`config.mk`:
```
export PLATFORM = sky130hd
export DESIGN_NAME = hello_msg_sequencer
export DESIGN_NICKNAME = d
export VERILOG_FILES = /design/src/rtl/hello_msg_sequencer.sv
export SDC_FILE = /design/constraint.sdc
export NUM_CORES = 1
export LEC_CHECK = 0
export CAP_MARGIN = 20
export CORE_MARGIN = 2
export CORE_UTILIZATION = 45
export DETAILED_ROUTE_END_ITERATION = 8
export MAX_ROUTING_LAYER = met4
export PLACE_DENSITY = 0.84
export REMOVE_ABC_BUFFERS = 1
export SYNTH_ARGS = -nofsm -noshare
export SYNTH_HDL_FRONTEND = slang
export SYNTH_SLANG_ARGS = --single-unit
```
`constraint.sdc`:
```
create_clock -name clk -period 2.6 [get_ports clk]
set_input_delay 0.52 -clock clk [delete_from_list [all_inputs] [get_ports clk]]
set_output_delay 0.52 -clock clk [all_outputs]
set_load 0.005 [all_outputs]
```
`src/rtl/hello_msg_sequencer.sv`:
```
// ---------------------------------------------------------------------------
// hello_msg_sequencer
//
// Steps through the fixed message "HELLO WORLD" and presents one character
// per timer interval to a character display driver over a valid/ready
// handshake. It enables the one-second tick timer while it waits for the next
// character slot. It consumes the timer's `last` / `pre_last` pulses as `tick`
// and `pre_tick`.
//
// Ports:
//   clk         in   rising-edge clock
//   rst_n       in   synchronous, active-low reset
//   start       in   begin a message pass (sampled only in IDLE)
//   stop        in   synchronous abort back to IDLE from any state
//   tick        in   one-cycle pulse from the timer `last`
//   pre_tick    in   one-cycle pulse from the timer `pre_last`
//   timer_en    out  timer enable; the timer reloads its maximum while low
//   char_data   out  current character
//   char_valid  out  char_data/char_idx are valid
//   char_ready  in   display driver accepts char_data
//   char_idx    out  message index of char_data
//   busy        out  high in every state except IDLE
//   done        out  one-cycle pulse at the end of a non-looping pass
//
// All outputs come straight from registers. The next values of every output
// are computed together with the next state, so each output register reflects
// the state it belongs to in the same cycle.
// ---------------------------------------------------------------------------
module hello_msg_sequencer #(
  parameter int pMSG_LEN = 11,
  parameter int pLOOP    = 0,
  parameter int pCHAR_W  = 8
) (
  input  logic                        clk,
  input  logic                        rst_n,
  input  logic                        start,
  input  logic                        stop,
  input  logic                        tick,
  input  logic                        pre_tick,
  output logic                        timer_en,
  output logic [pCHAR_W-1:0]          char_data,
  output logic                        char_valid,
  input  logic                        char_ready,
  output logic [$clog2(pMSG_LEN)-1:0] char_idx,
  output logic                        busy,
  output logic                        done
);

  localparam int IDX_W = $clog2(pMSG_LEN);
  localparam logic [IDX_W-1:0] LAST_IDX = IDX_W'(pMSG_LEN - 1);

  typedef enum logic [1:0] {
    IDLE      = 2'd0,
    WAIT_TICK = 2'd1,
    PRESENT   = 2'd2,
    DONE      = 2'd3
  } state_t;

  state_t               state_r, state_nx;
  logic [pCHAR_W-1:0]   char_data_r, char_data_nx;
  logic [IDX_W-1:0]     char_idx_r, char_idx_nx;
  logic                 char_valid_r, char_valid_nx;
  logic                 timer_en_r, timer_en_nx;
  logic                 busy_r, busy_nx;
  logic                 done_r, done_nx;
  logic                 transfer;

  // Message ROM: "HELLO WORLD" in ASCII, indexed by character position.
  function automatic logic [pCHAR_W-1:0] rom_char(input logic [IDX_W-1:0] idx);
    logic [pCHAR_W-1:0] ch;
    case (idx)
      IDX_W'(0):  ch = pCHAR_W'(8'h48); // H
      IDX_W'(1):  ch = pCHAR_W'(8'h45); // E
      IDX_W'(2):  ch = pCHAR_W'(8'h4C); // L
      IDX_W'(3):  ch = pCHAR_W'(8'h4C); // L
      IDX_W'(4):  ch = pCHAR_W'(8'h4F); // O
      IDX_W'(5):  ch = pCHAR_W'(8'h20); // space
      IDX_W'(6):  ch = pCHAR_W'(8'h57); // W
      IDX_W'(7):  ch = pCHAR_W'(8'h4F); // O
      IDX_W'(8):  ch = pCHAR_W'(8'h52); // R
      IDX_W'(9):  ch = pCHAR_W'(8'h4C); // L
      IDX_W'(10): ch = pCHAR_W'(8'h44); // D
      default:    ch = {pCHAR_W{1'b0}};
    endcase
    return ch;
  endfunction

  assign transfer = char_valid_r & char_ready;

  // State and output registers with synchronous active-low reset.
  always_ff @(posedge clk) begin
    if (!rst_n) begin
      state_r      <= IDLE;
      char_data_r  <= {pCHAR_W{1'b0}};
      char_idx_r   <= {IDX_W{1'b0}};
      char_valid_r <= 1'b0;
      timer_en_r   <= 1'b0;
      busy_r       <= 1'b0;
      done_r       <= 1'b0;
    end else begin
      state_r      <= state_nx;
      char_data_r  <= char_data_nx;
      char_idx_r   <= char_idx_nx;
      char_valid_r <= char_valid_nx;
      timer_en_r   <= timer_en_nx;
      busy_r       <= busy_nx;
      done_r       <= done_nx;
    end
  end

  // Next-state and next-output logic; stop overrides everything else.
  always_comb begin
    state_nx      = state_r;
    char_data_nx  = char_data_r;
    char_idx_nx   = char_idx_r;
    char_valid_nx = char_valid_r;
    timer_en_nx   = timer_en_r;
    busy_nx       = busy_r;
    done_nx       = 1'b0;

    if (stop) begin
      state_nx      = IDLE;
      char_idx_nx   = {IDX_W{1'b0}};
      char_valid_nx = 1'b0;
      timer_en_nx   = 1'b0;
      busy_nx       = 1'b0;
    end else begin
      case (state_r)
        IDLE: begin
          if (start) begin
            state_nx      = WAIT_TICK;
            char_idx_nx   = {IDX_W{1'b0}};
            char_valid_nx = 1'b0;
            timer_en_nx   = 1'b1;
            busy_nx       = 1'b1;
          end else begin
            char_valid_nx = 1'b0;
            timer_en_nx   = 1'b0;
            busy_nx       = 1'b0;
          end
        end

        WAIT_TICK: begin
          // pre_tick prefetches; tick loads again so a timer with max 0
          // (which never raises pre_tick) still yields the right character.
          if (tick) begin
            state_nx      = PRESENT;
            char_data_nx  = rom_char(char_idx_r);
            char_valid_nx = 1'b1;
            timer_en_nx   = 1'b0;
          end else if (pre_tick) begin
            char_data_nx  = rom_char(char_idx_r);
            timer_en_nx   = 1'b1;
          end else begin
            char_valid_nx = 1'b0;
            timer_en_nx   = 1'b1;
          end
        end

        PRESENT: begin
          // Timer stays in reload during a stall, so the next interval
          // starts only after the character has been accepted.
          if (transfer) begin
            if (char_idx_r != LAST_IDX) begin
              state_nx      = WAIT_TICK;
              char_idx_nx   = char_idx_r + IDX_W'(1);
              char_valid_nx = 1'b0;
              timer_en_nx   = 1'b1;
            end else if (pLOOP != 0) begin
              state_nx      = WAIT_TICK;
              char_idx_nx   = {IDX_W{1'b0}};
              char_valid_nx = 1'b0;
              timer_en_nx   = 1'b1;
            end else begin
              state_nx      = DONE;
              char_valid_nx = 1'b0;
              timer_en_nx   = 1'b0;
              done_nx       = 1'b1;
            end
          end else begin
            char_valid_nx = 1'b1;
            timer_en_nx   = 1'b0;
          end
        end

        DONE: begin
          state_nx      = IDLE;
          char_valid_nx = 1'b0;
          timer_en_nx   = 1'b0;
          busy_nx       = 1'b0;
        end

        default: begin
          state_nx      = IDLE;
          char_idx_nx   = {IDX_W{1'b0}};
          char_valid_nx = 1'b0;
          timer_en_nx   = 1'b0;
          busy_nx       = 1'b0;
        end
      endcase
    end
  end

  assign timer_en   = timer_en_r;
  assign char_data  = char_data_r;
  assign char_valid = char_valid_r;
  assign char_idx   = char_idx_r;
  assign busy       = busy_r;
  assign done       = done_r;

endmodule

```
After elaboration in Yosys (flattened, before gate mapping):

Memory sizes are Yosys's and may differ from the RTL's. A register that Yosys moved wholly into a read port is not among the register bits.
Cells that the tools add are included.

* bits in registers: 18
* bits in latches: 0
* RAM bits: 0
* bits in read-only memories: 224
* input port bits: 7
* word-level logic and storage cells: 60
* memories kept: 2

* add/sub/neg operators: 1
* multipliers: 0
* div/mod/pow operators: 0
* order comparisons: 0
* equal/unequal tests: 9
* shift operators: 0
* mux-type cells: 26
* bitwise gates (word level): 5
* reduce and logical (&&, ||, !) cells: 10

Memories
* (no name shown): depth 16, bits a word 7, read ports 1, clocked after Yosys merged registers in 1, wr ports 0, RTL line 71 `case (idx)`
* (no name shown): depth 16, bits a word 7, read ports 1, clocked after Yosys merged registers in 1, wr ports 0, RTL line 71

Operator list (count)
* 2-to-1 mux 4 bit: 7
* 2-to-1 mux 8 bit: 2
* 2-to-1 mux 1 bit: 8
* 2-to-1 mux 2 bit: 4
* != test 2 bit (second input constant): 4
* one-hot mux 2 bit (4 select lines): 1
* one-hot mux 4 bit (2 select lines): 1
* AND reduction 3 bit: 2
* nonzero test 2 bit: 3
* adder 4 x 1 -> 4 bit (second input constant): 1
* == test 2 bit (second input constant): 2
* != test 4 bit (second input constant): 1
* NOT 1 bit: 4
* one-hot mux 1 bit (4 select lines): 1
* AND reduction 4 bit: 1
* OR reduction 2 bit: 2
* OR reduction 4 bit: 1
* != test 3 bit (second input constant): 1
* one-hot mux 1 bit (3 select lines): 1
* == test 2 x 1 -> 1 bit (second input constant): 1
* zero test 2 bit: 1
* one-hot mux 1 bit (2 select lines): 1
* bitwise AND 1 bit: 1

Longest topological paths before layout:

* depth after elaboration: 6
* gate-level depth with buffers: 10
* depth with buffers taken out: 10

Least setup slack after synthesis:

No wires, ideal clock.

* path kind: reg-to-reg
* start: register state_r[0]
* end: register (tool-made name)
* setup time: 83 ps
* arrival time: 2544 ps
* data required time: 2517 ps
* slack: -26 ps
* cell stages (with the launch flop): 11
* path buffers: 0
* path through: dfxtp_1 inv_1 ha_1 a21boi_1 a211o_1 and2_0 o21ai_1 inv_1 ha_1 or4_4 o221ai_1

RTL lines
* from (decl): RTL line 59 `state_t state_r, state_nx;`
* from (signal assigned): RTL line 101 `state_r <= state_nx;`

==> flow_summary.ini <==
[final_layout]
fin_util_pct = 64.8
regArea_um2 = 483
area_delta_synth_final_pct = 34.5
layout_commonest_cell = dfxtp_1
antenna_cells = 0
layout_common_cells = 22 x dfxtp_1, 20 x clkdlybuf4s50_1, 19 x buf_4
final_nets = 192
multi_input_area_um2 = 706
drive_gt1_share_pct = 21.1
n_fill_cell = 202

[worst_hold_path]
hold_end = char_data[3]$_SDFFE_PN0P_
hold_path_class = reg2reg
hold_path_depth = 2

[setup_path]
end_kind = flop
cp_data_arrival_time_ps = 2740
cp.depth = 9
r2r_cells = 10
r2r_start = state_r[1]$_SDFFE_PP0P_
critical_path.top_delay_family = simple AND/OR/NAND/NOR gates
worstPathMaxFanout = 4
slowest_delay_ps = 540
cp_num_buf_inv = 2
required_ps = 2820
critPathSlowestCell = or4_4
crit_type = in2reg
worstPathCellList = clkdlybuf4s50_1, nor2b_1, or3_1, o2bb2ai_2, and2_4, inv_2, ha_2, or4_4, o221ai_1
setup.worst_path.start = start
start_kind = input pin
rrSetupSlack_ps = 80

[logic_synthesis]
synthSimpleGateAreaFrac_pct = 24.6
synth.distinct_cells = 38
ys_seq_elements = 24
synthesis.area_um2 = 1210
synth_top_family_by_area = simple AND/OR/NAND/NOR gates
synthMuxAreaShare_pct = 6.59
synth-xor-area-share_pct = 0.721
yosys_warnings = 0
postSynthCellCount = 131
synthFlopType = dfxtp_1
synth_edf_count = 0
async_flop_share_pct = 0
syn_avg_cell_area_um2 = 9.27
ys_seq_area_share_pct = 39.5
synth_compound_area_share_pct = 11.5
synthAdderAreaFrac_pct = 12.4

[place]
port_buffers = 21
place_congestion = 0.905
dp_slack_ps = -279
dpl.hpwl_um = 2120

[timing]
hold_viol_final = 0
rsz0062_at_grt = yes
fmax_mhz = 397
fin_crit_ps = 2520
slew_headroom_pct = 41.6
fin_ws_ps = 78.6
period_share_pct = 97.0
fin_worst_skew_ps = 10.1
setup_viol = 0
slew_violations = 0
worst_pin_slew_ps = 873

[routing]
vias = 1067
ant_nets = 0
drt_first_pass_iters = 4
via_per_inst = 5.31
drc = 0
post_drt_wl_per_cell_um = 13.7
drt-initial-drc-count = 27
finalWirelength_um = 2750

[pwr]
p_clk_share_pct = 25.9
p_per_area_nw_per_um2 = 368
power.leakage_nw = 0.713
p_int_w = 0.000463
p_sw_share_pct = 22.9
irDropWorstVdd_mv = 0.206
power_switching_w = 0.000138
seqPwrFrac_pct = 62.4
pwr-share-comb_pct = 11.7

[outcome]
status = complete, no violations

[global_routing]
grt_pass1_vias = 1016
overflow = 0
grt_use_total_pct = 18.4
grt_pass1_wl_um = 4550
antenna_found_initial = 0
grt_max_degree = 13

[floorplan]
fp.dieH_um = 56.0
die_w_um = 56.0
die-area_um2 = 3130
rows = 18
num_io_pins = 23
initial_core_util_pct = 48.2
coreArea_um2 = 2520

[cts]
cts_hold_buf = 0
cts-root-buf = clkbuf_4
cts_tree = built
clock_path_buffers = 2
clk_latency_ps = 300
cts_buffers = 3
htreeDepth = 1
clkSinkCount = 24
clkSlewWorstSetupHoldPaths_ps = 120

[flow_run]
drv_cap = 0
-- worst register-to-register path, cell delays in order (launching register included) --
cell       delay [ps]
dfxtp_2           370
inv_1              90
ha_1              230
nor2b_1           160
or3_1             410
o2bb2ai_2         170
and2_4            170
inv_2              40
ha_2              190
or4_4             540
o221ai_1           90
-- routing by layer --
layer | global-route usage (%) | wire length, um | up-vias
met3 | 2.79 | 131 | 4
li1 | - | - | 530
met4 | 6.80 | 50 | 0
met2 | 29.9 | 1290 | 37
met5 | - | 0 | -
met1 | 23.0 | 1270 | 496
-- power by group through the flow --
stage	Combinational (W)	Sequential (W)	Clock, W
floorplan	0.0000311	0.000384	0
global placement	0.0000654	0.000383	0
detailed placement	0.0000673	0.000383	0
CTS	0.0000679	0.000375	0.000159
global route	0.0000756	0.000376	0.000170
finish	0.0000700	0.000375	0.000156
-- layout make-up --
cell class | count | area share (%)
Multi-Input combinational cell | 96 | 43.2
Sequential cell | 24 | 29.6
Timing Repair Buffer | 40 | 21.7
Tap cell | 30 | 2.30
Inverter | 8 | 1.84
Clock buffer | 3 | 1.38
-- what timing repair did --
action | in CTS | in global routing
setup buffers | 0 | 3
cloned | 0 | 0
pin swaps | 0 | 1
endpoints found under the setup margin | 2 | 4
gates resized for setup | 1 | 8
-- through the flow --
stage / instance area [um2] / setup TNS, ps / hold slack, ps / std cells / total power, W
floorplan: 1190 / -44.5 / 459 / 128 / 0.000415
global placement: 1560 / -474 / 468 / 195 / 0.000448
detailed placement: 1560 / -870 / 477 / 195 / 0.000451
CTS: 1580 / 0 / 489 / 198 / 0.000602
global route: 1630 / -16.4 / 523 / 201 / 0.000621
finish: 1630 / 0 / 506 / 201 / 0.000601
-- cells in the mapped netlist (2+ instances only) --
cell       instances  area share, %
nand2_1           10            3.1
ha_1              12             12
o2bb2ai_1          2            1.4
o221ai_1           2            1.4
nor2_1             8            2.5
o21ai_0            2           0.82
and2_1             2            1.0
nand2b_1           2            1.0
a21oi_1            6            2.5
or3_1              2            1.0
nor2b_1           10            5.1
or4_4              2            1.9
nor3_1             3            1.2
nand3_1            7            2.9
inv_1              7            2.2
mux2i_1            8            6.6
o21ai_1            2           0.82
dfxtp_1           24             40
-- how the worst max path moves through the flow --
stage | endpoint
after global routing | flop
final | flop
after detailed placement | flop
after floorplan | flop
after global placement | flop
after CTS | flop
-- cell families after synthesis --
group,Yosys count
mux,8
xor+xnor,1
buf+inv,11
simple gates,53
compound gates,21
other cells,1
fa+ha+maj,12
flops,24
(Power assumes the default switching activity.)
